### src/rtl/mp_add_seq_pkg.sv
// Shared definitions for the multi-precision add/subtract sequencer.
package mp_add_seq_pkg;

  localparam int unsigned SLICE_W = 16;

  localparam logic OP_ADD = 1'b0;
  localparam logic OP_SUB = 1'b1;

  typedef enum logic [1:0] {
    StIdle = 2'd0,
    StRun  = 2'd1,
    StDone = 2'd2
  } state_e;

endpackage

### src/rtl/adder16.sv
// 16-bit ripple adder shared by the arithmetic unit.
module adder16 (
  input  logic [15:0] a,
  input  logic [15:0] b,
  input  logic        cin,
  output logic [15:0] s,
  output logic        cout
);

  assign {cout, s} = 17'(a) + 17'(b) + 17'(cin);

endmodule

### src/rtl/mp_add_seq.sv
// Multi-precision add/subtract: streams WORDS 16-bit slices, LSW first, through one adder16.
module mp_add_seq
  import mp_add_seq_pkg::*;
#(
  parameter int unsigned WORDS = 4,
  parameter int unsigned CNT_W = 2
) (
  input  logic                     clk,
  input  logic                     rst_n,
  input  logic                     start,
  input  logic                     op,
  input  logic [SLICE_W*WORDS-1:0] a_in,
  input  logic [SLICE_W*WORDS-1:0] b_in,
  output logic                     busy,
  output logic                     done,
  output logic [SLICE_W*WORDS-1:0] result,
  output logic                     cout,
  output logic                     ovf,
  output logic                     zero
);

  state_e                           state_q, state_d;
  logic [WORDS-1:0][SLICE_W-1:0]    a_q, b_q;
  logic [WORDS-1:0][SLICE_W-1:0]    result_q, result_d;
  logic                             op_q;
  logic [CNT_W-1:0]                 idx_q, idx_d;
  logic                             carry_q;
  logic                             cout_q, ovf_q, zero_q;

  logic [SLICE_W-1:0]               slice_a, slice_b, slice_s;
  logic                             slice_cout;
  logic                             accept, running, last_slice;

  assign accept     = (state_q == StIdle) && start;
  assign running    = (state_q == StRun);
  assign last_slice = (idx_q == CNT_W'(WORDS - 1));

  // Subtraction is A + ~B + 1; the +1 comes from the carry seeded with op.
  assign slice_a = a_q[idx_q];
  assign slice_b = b_q[idx_q] ^ {SLICE_W{op_q == OP_SUB}};

  adder16 u_adder16 (
    .a    (slice_a),
    .b    (slice_b),
    .cin  (carry_q),
    .s    (slice_s),
    .cout (slice_cout)
  );

  always_comb begin
    state_d  = state_q;
    idx_d    = idx_q;
    result_d = result_q;
    case (state_q)
      StIdle: begin
        if (start) begin
          state_d = StRun;
          idx_d   = '0;
        end
      end
      StRun: begin
        result_d[idx_q] = slice_s;
        if (last_slice) begin
          state_d = StDone;
          idx_d   = '0;
        end else begin
          idx_d = idx_q + 1'b1;
        end
      end
      StDone:  state_d = StIdle;
      default: state_d = StIdle;
    endcase
  end

  always_ff @(posedge clk or negedge rst_n) begin
    if (!rst_n) begin
      state_q  <= StIdle;
      idx_q    <= '0;
      carry_q  <= 1'b0;
      op_q     <= OP_ADD;
      a_q      <= '0;
      b_q      <= '0;
      result_q <= '0;
      cout_q   <= 1'b0;
      ovf_q    <= 1'b0;
      zero_q   <= 1'b0;
    end else begin
      state_q  <= state_d;
      idx_q    <= idx_d;
      result_q <= result_d;
      if (accept) begin
        a_q     <= a_in;
        b_q     <= b_in;
        op_q    <= op;
        carry_q <= op;
      end else if (running) begin
        carry_q <= slice_cout;
      end
      // Flags are taken from the top slice so they are valid in the done cycle.
      if (running && last_slice) begin
        cout_q <= slice_cout;
        ovf_q  <= (slice_a[SLICE_W-1] == slice_b[SLICE_W-1]) &&
                  (slice_s[SLICE_W-1] != slice_a[SLICE_W-1]);
        zero_q <= (result_d == '0);
      end
    end
  end

  assign busy   = (state_q == StRun) || (state_q == StDone);
  assign done   = (state_q == StDone);
  assign result = result_q;
  assign cout   = cout_q;
  assign ovf    = ovf_q;
  assign zero   = zero_q;

endmodule

### config.mk
export PLATFORM = sky130hd
export DESIGN_NAME = mp_add_seq
export DESIGN_NICKNAME = d
export VERILOG_FILES = /design/src/rtl/mp_add_seq_pkg.sv /design/src/rtl/adder16.sv /design/src/rtl/mp_add_seq.sv
export SDC_FILE = /design/constraint.sdc
export NUM_CORES = 1
export LEC_CHECK = 0
export BUFFER_PORTS_ARGS = -buffer_cell sky130_fd_sc_hd__buf_2
export CAP_MARGIN = 20
export CELL_PAD_IN_SITES_DETAIL_PLACEMENT = 2
export CELL_PAD_IN_SITES_GLOBAL_PLACEMENT = 2
export CORE_MARGIN = 5
export CORE_UTILIZATION = 30
export DETAILED_ROUTE_END_ITERATION = 10
export MAX_ROUTING_LAYER = met4
export PLACE_DENSITY = 0.71
export SYNTH_ARGS = -nofsm -noshare
export SYNTH_HDL_FRONTEND = slang
export SYNTH_SLANG_ARGS = --single-unit
### constraint.sdc
create_clock -name clk -period 4.9 [get_ports clk]
set_input_delay 0.245 -clock clk [delete_from_list [all_inputs] [get_ports clk]]
set_output_delay 0.245 -clock clk [all_outputs]
set_load 0.1 [all_outputs]
==> insert_results.sql, run 1 <==
INSERT INTO impl_metrics (metric_group, metric, value, unit) VALUES
('placed_design', 'estimated_wirelength_of_the_detail_placed_design', '23200', 'um'),
('synthesis', 'synth_enable_flop_cells', '0', ''),
('synthesis', 'yosys_warnings', '0', ''),
('clocking', 'clock_tree_from_tritoncts', 'done', ''),
('placed_design', 'place_inst', '1307', ''),
('synthesis', 'synth_sequential_area_ratio', '52.4', '%'),
('clocking', 'tritoncts.num_buffers', '24', ''),
('global_routing', 'grt_antenna_before_repair', '2', ''),
('layout', 'synthToLayoutAreaGrowth', '36.5', '%'),
('layout', 'final_nets', '1216', ''),
('setup_path', 'crit_buf_inv', '1', ''),
('setup_path', 'worstPathCellList', 'buf_4 -> mux4_2 -> xor2_1 -> ha_1 -> a211o_1 -> a221o_2 -> a21o_1 -> a21oi_2 -> xor2_1 -> o21ai_0 -> a211o_1 -> o31ai_1', ''),
('drt', 'antenna_violating_nets_post_route', '0', ''),
('layout', 'multi_input_area', '4340', 'sq um'),
('drt', 'detail_route.iter0.violations', '294', ''),
('setup_path', 'path_delay_family', 'compound AO/OA/AOI/OAI gates', ''),
('layout', 'filler_cell_count', '3194', ''),
('placed_design', 'port_buffers', '200', ''),
('outcome', 'outcome', 'completed', ''),
('timing', 'fin_worst_skew', '13.4', 'ps'),
('timing', 'worstMarginPinSlew', '957', 'ps'),
('global_routing', 'grt_pass1_wl', '56700', 'um'),
('synthesis', 'netlist_top_cells_count', 'sky130_fd_sc_hd__dfrtp_1, sky130_fd_sc_hd__mux2_2, sky130_fd_sc_hd__nand2_1', ''),
('drt', 'routedWlPerCell', '25.3', 'um'),
('clocking', 'cts_root_cell', 'sky130_fd_sc_hd__clkbuf_16', ''),
('synthesis', 'synth.ff_latch_count', '201', ''),
('synthesis', 'synthArstFlopShare', '100', '%'),
('setup_path', 'ff2ff_setup_slack', '350', 'ps'),
('setup_path', 'worst_path_max_delay_cell', 'sky130_fd_sc_hd__xor2_1', ''),
('global_routing', 'total_routing_resource_utilization_after_global_routing', '21.4', '%'),
('flow_run', 'maxCapViolCount', '0', ''),
('global_routing', 'maximum_number_of_pins_on_one_net_before_global_route_repair', '111', ''),
('die', 'core_area', '31600', 'sq um'),
('timing', 'setup_viol', '0', ''),
('setup_path', 'critical_path.endpoint_type', 'flop', ''),
('clocking', 'clock_sink_count', '201', ''),
('timing', 'timing.final.ws_setup', '349', 'ps'),
('min_path', 'hold_path_class', 'input pin to flop', ''),
('clocking', 'h-tree-depth', '1', ''),
('synthesis', 'netlist_instances', '731', ''),
('synthesis', 'synth_nets', '887', ''),
('global_routing', 'grt_overflow_total', '0', ''),
('die', 'starting_utilization_of_the_core_area', '30.4', '%'),
('clocking', 'cts_setup_buffers', '0', ''),
('drt', 'drcViolationCount', '0', ''),
('setup_path', 'reg2reg_from', 'idx_q[0]', ''),
('synthesis', 'postSynthAreaPerCell', '13.1', 'sq um'),
('synthesis', 'cell_type_with_the_largest_total_area_after_synthesis', 'sky130_fd_sc_hd__dfrtp_1', ''),
('timing', 'max_freq', '220', 'MHz'),
('setup_path', 'cp_slowest_stage_delay', '630', 'ps'),
('drt', 'met1_wl', '15000', 'um'),
('drt', 'routed-wl-met2', '19700', 'um'),
('timing', 'finalMaxSlewViolations', '0', ''),
('setup_path', 'critPathArrivalTime', '4980', 'ps'),
('die', 'row_count', '65', ''),
('setup_path', 'timing.critical_path.fanout_max', '14', ''),
('global_routing', 'first_global_vias', '8653', ''),
('die', 'num_io_pins', '201', ''),
('setup_path', 'critical_path_required', '5330', 'ps'),
('synthesis', 'synth.distinct_cells', '58', ''),
('setup_path', 'crit-reg2reg-capture', 'zero', ''),
('drt', 'routed-via-count', '7418', ''),
('layout', 'instances_no_fill', '1480', ''),
('placed_design', 'dpl_worst_slack', '452', 'ps'),
('drt', 'dr.max_layer_used', 'met4', ''),
('synthesis', 'synth.most_common_cell', 'sky130_fd_sc_hd__dfrtp_1', ''),
('min_path', 'hold_path_depth', '3', ''),
('clocking', 'clkSlewWorstSetupHoldPaths', '60', 'ps'),
('timing', 'rsz0062_at_grt', 'no', ''),
('synthesis', 'netlist.area_leader.share', '52.4', '%'),
('layout', 'layout.area.seq', '5030', 'sq um');
==> worst max-delay path by stage <==
stage	slack, ps	cells after the start	endpoint	startpoint
2_1_floorplan	530	13	zero	idx_q[0]
3_3_place_gp	510	12	zero	idx_q[0]
3_5_place_dp	450	12	zero	idx_q[0]
4_1_cts	380	12	zero	idx_q[0]
5_1_grt	180	12	zero	idx_q[0]
6_report	350	12	zero	idx_q[0]
==> cell type report <==
type / instances / share of cell area (%)
clock buffers: 38 / 5.53
multi-input cells: 478 / 33.1
repair buffers: 346 / 18.6
diodes: 2 / 0.0382
inverters: 9 / 0.258
clock inverters: 4 / 0.153
flip-flops and latches: 201 / 38.4
well taps: 402 / 3.84
==> tightest hold or removal path, stage by stage <==
cell	delay, ps
sky130_fd_sc_hd__buf_2	100
sky130_fd_sc_hd__nand3_1	110
sky130_fd_sc_hd__nand2_1	60
==> layout by cell type, fill, tap and decap left out, drive strengths merged, types with 3 or more instances in the layout <==
cell,instances
nor4,7
inv,9
nand4,3
o31ai,3
nor3,4
a211o,3
mux4,32
nor4b,3
clkinv,4
o21ai,54
a21oi,21
xor2,24
a21o,6
o211ai,5
nand3,3
dfrtp,201
nor2,16
mux2,148
xnor2,7
a31oi,5
nand2b,8
buf,216
dlygate4sd3,129
ha,22
nand2,69
clkbuf,39
o22ai,4
==> cell families after synthesis <==
| family | Yosys count | synth area share (%) |
|---|---|---|
| flip-flops | 201 | 52.4 |
| buffers and inverters | 52 | 2.45 |
| multiplexers | 180 | 24.9 |
| adder cells (fa/ha/maj) | 24 | 3.29 |
| AND/OR/NAND/NOR | 121 | 5.82 |
| XOR/XNOR | 31 | 3.18 |
| AO/OA/AOI/OAI | 122 | 7.96 |
==> registers in the layout, summed over array words and instances (netlist names), 2 cells and up <==
name / flops
idx_q: 2
a_q: 64
result: 64
b_q: 64
state_q: 2
==> metrics by stage <==
stage / util [%] / hold WS (ps) / cell area [sq um]
5_1_grt: 41.5 / 36.6 / 13100
3_3_place_gp: 35.0 / 441 / 11100
3_5_place_dp: 35.0 / 457 / 11100
6_report: 41.5 / 42.0 / 13100
2_1_floorplan: - / -50.6 / 9590
4_1_cts: 41.5 / 33.2 / 13100
==> metal layers <==
layer / track usage, % / vias to the layer above
li1: - / 3323
met1: 25.1 / 3833
met2: 38.4 / 206
met3: 3.54 / 56
met4: 5.35 / 0
met5: - / -
==> timing repair <==
action | CTS | global route
gates resized for setup | 0 | 0
hold buffers | 129 | 0
endpoints found under the hold margin | 237 | 0
setup endpoints to repair | 0 | 0
Power of run 1 is not shown: default switching activity piles up to over one toggle a cycle in this logic, so the estimate is an artifact.
==> run 2: changes to the inputs <==
CTS_CLUSTER_DIAMETER = 120   (was default)
PLACE_DENSITY = 0.74   (was 0.71)
clock period = 3.85 ns   (was 4.9 ns; I/O delays follow)
==> run 2 against run 1 <==
  * The run now ends with setup timing left
  * Global-route usage rose by 0.99 points
  * First-iteration DRC count is 17% higher
  * Die area is the same
  * Critical endpoint unchanged
  * Largest cell class unchanged
==> insert_results.sql, run 2 (synthesis results as in run 1) <==
INSERT INTO impl_metrics (metric_group, metric, value, unit) VALUES
('setup_path', 'reg2reg_depth', '16', ''),
('outcome', 'outcome', 'complete, but fails checks', ''),
('drt', 'drcViolationCount', '0', ''),
('setup_path', 'path_delay_family', 'compound AO/OA/AOI/OAI gates', ''),
('clocking', 'insertion_delay', '530', 'ps'),
('clocking', 'cts_root_cell', 'sky130_fd_sc_hd__clkbuf_16', ''),
('layout', 'synthToLayoutAreaGrowth', '44.9', '%'),
('drt', 'antenna_violating_nets_post_route', '0', ''),
('layout', 'commonest_cells_after_routing_fill_and_taps_aside', 'sky130_fd_sc_hd__dfrtp_1, sky130_fd_sc_hd__buf_2, sky130_fd_sc_hd__mux2_2, sky130_fd_sc_hd__dlygate4sd3_1, sky130_fd_sc_hd__buf_4', ''),
('clocking', 'h-tree-depth', '1', ''),
('die', 'die_width', '189', 'um'),
('timing', 'setup_viol', '4', ''),
('global_routing', 'total_routing_resource_utilization_after_global_routing', '22.4', '%'),
('flow_run', 'maxCapViolCount', '0', ''),
('timing', 'period_minus_slack', '4100', 'ps'),
('die', 'num_io_pins', '201', ''),
('placed_design', 'place_congestion', '0.846', ''),
('timing', 'timing.final.hold_violations', '0', ''),
('die', 'fp.dieArea', '35700', 'sq um'),
('clocking', 'clock_tree_from_tritoncts', 'done', ''),
('setup_path', 'timing.critical_path.fanout_max', '5', ''),
('timing', 'min_period_over_period', '107', '%'),
('drt', 'detail_route.iter0.violations', '344', ''),
('timing', 'max_freq', '244', 'MHz'),
('timing', 'setup_total_negative_slack', '-269', 'ps'),
('global_routing', 'grt_pass1_wl', '59300', 'um'),
('die', 'starting_utilization_of_the_core_area', '30.4', '%'),
('drt', 'routedWlPerCell', '26.4', 'um'),
('layout', 'filler_cell_count', '3149', ''),
('drt', 'routed-via-count', '7851', ''),
('global_routing', 'maximum_number_of_pins_on_one_net_before_global_route_repair', '98', ''),
('die', 'row_count', '65', ''),
('global_routing', 'grt_antenna_before_repair', '2', ''),
('layout', 'final_nets', '1285', ''),
('setup_path', 'worstPathCellList', 'buf_4 -> buf_6 -> mux4_2 -> xor2_4 -> ha_1 -> a211o_1 -> a221o_2 -> buf_6 -> a21o_1 -> a21oi_2 -> xor2_1 -> buf_4 -> buf_4 -> o21ai_1 -> a211o_1 -> o31ai_1', ''),
('setup_path', 'critical_path.endpoint_type', 'flop', ''),
('setup_path', 'crit_buf_inv', '5', ''),
('setup_path', 'worst_path_max_delay_cell', 'sky130_fd_sc_hd__mux4_2', ''),
('clocking', 'tritoncts.num_buffers', '24', ''),
('layout', 'final_layout_size_suffix_gt1_share', '47.2', '%'),
('drt', 'drt_pre_antenna_iters', '4', ''),
('timing', 'timing.final.ws_setup', '-252', 'ps'),
('timing', 'max-slew-margin-rel', '49.3', '%'),
('setup_path', 'critical_path_depth', '16', ''),
('min_path', 'hold_path_class', 'input pin to flop', ''),
('global_routing', 'first_global_vias', '9288', ''),
('die', 'core_area', '31600', 'sq um'),
('outcome', 'failed_checks', 'setup timing', ''),
('die', 'die-height', '189', 'um'),
('drt', 'vias_per_cell', '5.07', ''),
('setup_path', 'critical_path_required', '4270', 'ps'),
('timing', 'rsz0062_at_grt', 'yes', ''),
('setup_path', 'critPathArrivalTime', '4520', 'ps'),
('global_routing', 'grt_overflow_total', '0', ''),
('layout', 'multi_input_area', '4570', 'sq um'),
('setup_path', 'cp_slowest_stage_delay', '560', 'ps'),
('setup_path', 'type_of_origin_of_the_critical_path', 'flop', ''),
('layout', 'finalCoreUtilization', '44.1', '%'),
('clocking', 'max-clock-path-buffers', '3', ''),
('drt', 'aggregate_routed_wire_length', '40800', 'um'),
('placed_design', 'port_buffers', '200', ''),
('timing', 'worstMarginPinSlew', '760', 'ps'),
('timing', 'fin_worst_skew', '20.2', 'ps'),
('setup_path', 'criticalPathCategory', 'flop to flop', ''),
('min_path', 'hold_path_depth', '3', ''),
('setup_path', 'worst_path_most_repeated_cell', 'sky130_fd_sc_hd__buf_4', ''),
('clocking', 'clkSlewWorstSetupHoldPaths', '60', 'ps'),
('clocking', 'clock_sink_count', '201', ''),
('timing', 'finalMaxSlewViolations', '0', ''),
('placed_design', 'estimated_wirelength_of_the_detail_placed_design', '24100', 'um'),
('layout', 'layout.area.seq', '5030', 'sq um');
-- run 2: cell types whose count changed in the layout (fill, tap and decap cells not counted), sizes merged --
| cell | previous run | this run |
|---|---|---|
| clkinv | 4 | 3 |
| clkinvlp | 0 | 1 |
| buf | 216 | 284 |
| dlygate4sd3 | 129 | 130 |
| clkbuf | 39 | 38 |
-- run 2: path summary, 6_finish.rpt --
check / from / end / slack [ps]
worst max-delay path: idx_q[0] / zero / -250
worst min-delay path: start / state_q[0] / 70
worst max register to register: idx_q[0] / zero / -250
worst min register to register: result[59] / result[59] / 480
max in group asynchronous: rst_n / result[21] / 2600
min in group asynchronous: rst_n / b_q[21] / 220
-- run 2: cell type report --
| type | instances | share of cell area, % |
|---|---|---|
| diodes | 2 | 0.0360 |
| clock buffers | 37 | 5.11 |
| clock inverters | 4 | 0.162 |
| inverters | 9 | 0.243 |
| multi-input cells | 478 | 32.9 |
| flip-flops and latches | 201 | 36.2 |
| well taps | 402 | 3.62 |
| repair buffers | 415 | 21.8 |
-- run 2: stage by stage --
stage	setup WS [ps]	cell area, sq um	std cells	hold slack [ps]
2_1_floorplan	29.3	9620	731	-103
3_3_place_gp	-60.8	11500	1358	222
3_5_place_dp	-343	11500	1358	229
4_1_cts	-89.9	13600	1535	69.7
6_report	-252	13900	1548	74.3
5_1_grt	-351	13900	1548	77.1
-- run 2: timing repair --
action,in CTS,in global routing
pin swaps,14,25
resized for setup,17,34
endpoints found under the hold margin,189,0
hold buffers,130,0
setup endpoints to repair,1,14
buffers inserted,6,11
-- run 2: per-layer routing --
metal  part of all wire (%)  track usage [%]
met4                    4.1             8.30
met5                      0                -
met2                     54             41.2
met1                     37             24.5
met3                    4.4             3.19
-- run 2: tightest hold or removal path: stages --
cell and delay [ps]:
sky130_fd_sc_hd__buf_2 150, sky130_fd_sc_hd__a21oi_1 150, sky130_fd_sc_hd__a21oi_1 50
Power of run 2 is left out for the same reason.
==> run 3: changes to the inputs <==
REMOVE_ABC_BUFFERS = 1   (was default)
==> run 3 against run 2 <==
  * Via count grew 0.24%
  * Critical path type unchanged
  * Global-route usage shrank 0.27 points
  * Wire length shrank 2.1%
  * The run still ends with setup timing left
  * Critical endpoint unchanged
  * Highest routed layer unchanged
  * Worst setup slack lost 9.0 ps
==> insert_results.sql, run 3 (synthesis results as in run 1) <==
INSERT INTO impl_metrics (metric_group, metric, value, unit) VALUES
('clocking', 'max-clock-path-buffers', '3', ''),
('setup_path', 'ff2ff_setup_slack', '-260', 'ps'),
('layout', 'instances_no_fill', '1576', ''),
('drt', 'drcViolationCount', '0', ''),
('global_routing', 'grt_pass1_wl', '59000', 'um'),
('drt', 'aggregate_routed_wire_length', '40000', 'um'),
('setup_path', 'critPathArrivalTime', '4500', 'ps'),
('placed_design', 'place_inst', '1368', ''),
('drt', 'drt_pre_antenna_iters', '4', ''),
('layout', 'final_cell_area', '14300', 'sq um'),
('clocking', 'cts_root_cell', 'sky130_fd_sc_hd__clkbuf_16', ''),
('drt', 'antenna_violating_nets_post_route', '0', ''),
('layout', 'final_layout_size_suffix_gt1_share', '50.6', '%'),
('min_path', 'hold_path_class', 'input pin to flop', ''),
('global_routing', 'global_route.usage.met2', '40.6', '%'),
('placed_design', 'estimated_wirelength_of_the_detail_placed_design', '22900', 'um'),
('outcome', 'failed_checks', 'setup timing', ''),
('drt', 'detail_route.iter0.violations', '262', ''),
('global_routing', 'groute.layer.met1.usage', '25.8', '%'),
('timing', 'period_minus_slack', '4110', 'ps'),
('timing', 'finalMaxSlewViolations', '0', ''),
('clocking', 'tritoncts.num_buffers', '23', ''),
('die', 'die_width', '189', 'um'),
('setup_path', 'critical_path_required', '4240', 'ps'),
('clocking', 'h-tree-depth', '1', ''),
('placed_design', 'place_congestion', '0.830', ''),
('timing', 'max-slew-margin-rel', '40.4', '%'),
('global_routing', 'grt_antenna_before_repair', '1', ''),
('outcome', 'outcome', 'complete, but fails checks', ''),
('timing', 'timing.final.hold_violations', '0', ''),
('drt', 'vias_per_cell', '4.99', ''),
('die', 'num_io_pins', '201', ''),
('die', 'fp.dieArea', '35700', 'sq um'),
('global_routing', 'gr-usage-met3', '3.02', '%'),
('layout', 'final_nets', '1321', ''),
('timing', 'timing.final.ws_setup', '-261', 'ps'),
('global_routing', 'first_global_vias', '9256', ''),
('timing', 'max_freq', '243', 'MHz'),
('clocking', 'clkSlewWorstSetupHoldPaths', '70', 'ps'),
('clocking', 'clock_sink_count', '201', ''),
('die', 'die-height', '189', 'um'),
('drt', 'routedWlPerCell', '25.4', 'um'),
('die', 'starting_utilization_of_the_core_area', '30.4', '%'),
('timing', 'worstMarginPinSlew', '894', 'ps'),
('timing', 'min_period_over_period', '107', '%'),
('die', 'row_count', '65', ''),
('global_routing', 'maximum_number_of_pins_on_one_net_before_global_route_repair', '104', ''),
('setup_path', 'type_of_origin_of_the_critical_path', 'flop', ''),
('min_path', 'hold_path_depth', '3', ''),
('timing', 'setup_viol', '2', ''),
('placed_design', 'postPlaceCellArea', '11500', 'sq um'),
('global_routing', 'global_route.peak_usage_layer', 'met2', ''),
('die', 'core_area', '31600', 'sq um'),
('setup_path', 'timing.critical_path.fanout_max', '7', ''),
('setup_path', 'critical_path.endpoint_type', 'flop', ''),
('flow_run', 'maxCapViolCount', '0', ''),
('global_routing', 'grt_overflow_total', '0', ''),
('setup_path', 'reg2reg_depth', '16', ''),
('setup_path', 'reg2reg_from', 'idx_q[0]', ''),
('global_routing', 'total_routing_resource_utilization_after_global_routing', '22.1', '%'),
('timing', 'fin_worst_skew', '16.2', 'ps'),
('timing', 'rsz0062_at_grt', 'yes', ''),
('clocking', 'clock_tree_from_tritoncts', 'done', ''),
('placed_design', 'dpl_worst_slack', '-340', 'ps'),
('layout', 'synthToLayoutAreaGrowth', '49.4', '%'),
('setup_path', 'crit-reg2reg-capture', 'zero', ''),
('placed_design', 'port_buffers', '200', ''),
('timing', 'fin_worst_hold_slack', '40.9', 'ps'),
('clocking', 'insertion_delay', '520', 'ps'),
('min_path', 'whs_endpoint', 'carry_q', ''),
('drt', 'routed-via-count', '7870', ''),
('layout', 'commonest_cells_after_routing_fill_and_taps_aside', 'sky130_fd_sc_hd__dfrtp_1, sky130_fd_sc_hd__buf_2, sky130_fd_sc_hd__mux2_2, sky130_fd_sc_hd__dlygate4sd3_1, sky130_fd_sc_hd__buf_4', ''),
('layout', 'filler_cell_count', '3147', ''),
('setup_path', 'criticalPathCategory', 'flop to flop', ''),
('min_path', 'worst_hold_startpoint', 'op', '');
==> run 3: routing by layer <==
metal | routed length [um] | vias to the layer above
met4 | 933 | 0
met5 | 0 | -
met3 | 1580 | 58
li1 | - | 3522
met2 | 21900 | 221
met1 | 15600 | 4069
==> run 3: final cells by class <==
cell class	instances	area (sq um)	share of cell area (%)
timing repair buffer	452	3400	23.7
tap	402	503	3.51
multi-input combinational	478	4660	32.5
clock buffer	32	669	4.67
sequential	201	5030	35.1
clock inverter	1	30.0	0.210
antenna	1	2.50	0.0175
inverter	9	33.8	0.236
==> run 3: through the flow <==
stage	TNS (ps)	utilization, %
global placement	-359	36.6
finish	-296	45.4
CTS	-16.6	44.5
floorplan	-39040	-
detailed placement	-1120	36.6
global route	-866	45.4
==> run 3: worst max-delay path by stage <==
stage                     startpoint   end  slack, ps  depth (start not counted)
final                       idx_q[0]  zero       -260                         16
after global routing        idx_q[0]  zero       -380                         12
after CTS                   idx_q[0]  zero        -20                         15
after detailed placement    idx_q[0]  zero       -340                         13
after global placement      idx_q[0]  zero       -170                         13
after floorplan             idx_q[0]  zero      -1150                         12
==> run 3: what timing repair did <==
| action | in CTS | in global routing |
|---|---|---|
| gates cloned | 1 | 0 |
| endpoints found under the hold margin | 229 | 0 |
| setup endpoints to repair | 13 | 19 |
| hold buffers | 129 | 0 |
| resized for setup | 46 | 45 |
| buffers inserted | 30 | 18 |
| pin swaps | 34 | 40 |
==> run 3: worst max-delay path, cell delays in order (launching register included) <==
cell	delay, ps
sky130_fd_sc_hd__dfrtp_2	420
sky130_fd_sc_hd__buf_12	150
sky130_fd_sc_hd__buf_12	130
sky130_fd_sc_hd__buf_6	100
sky130_fd_sc_hd__mux4_2	520
sky130_fd_sc_hd__xor2_1	200
sky130_fd_sc_hd__ha_2	350
sky130_fd_sc_hd__buf_4	150
sky130_fd_sc_hd__buf_6	110
sky130_fd_sc_hd__a21o_1	170
sky130_fd_sc_hd__a21o_1	190
sky130_fd_sc_hd__a22oi_2	200
sky130_fd_sc_hd__nand2_2	100
sky130_fd_sc_hd__xor2_2	170
sky130_fd_sc_hd__or3b_1	400
sky130_fd_sc_hd__a211o_1	330
sky130_fd_sc_hd__o31ai_1	290
Power of run 3 is left out for the same reason.
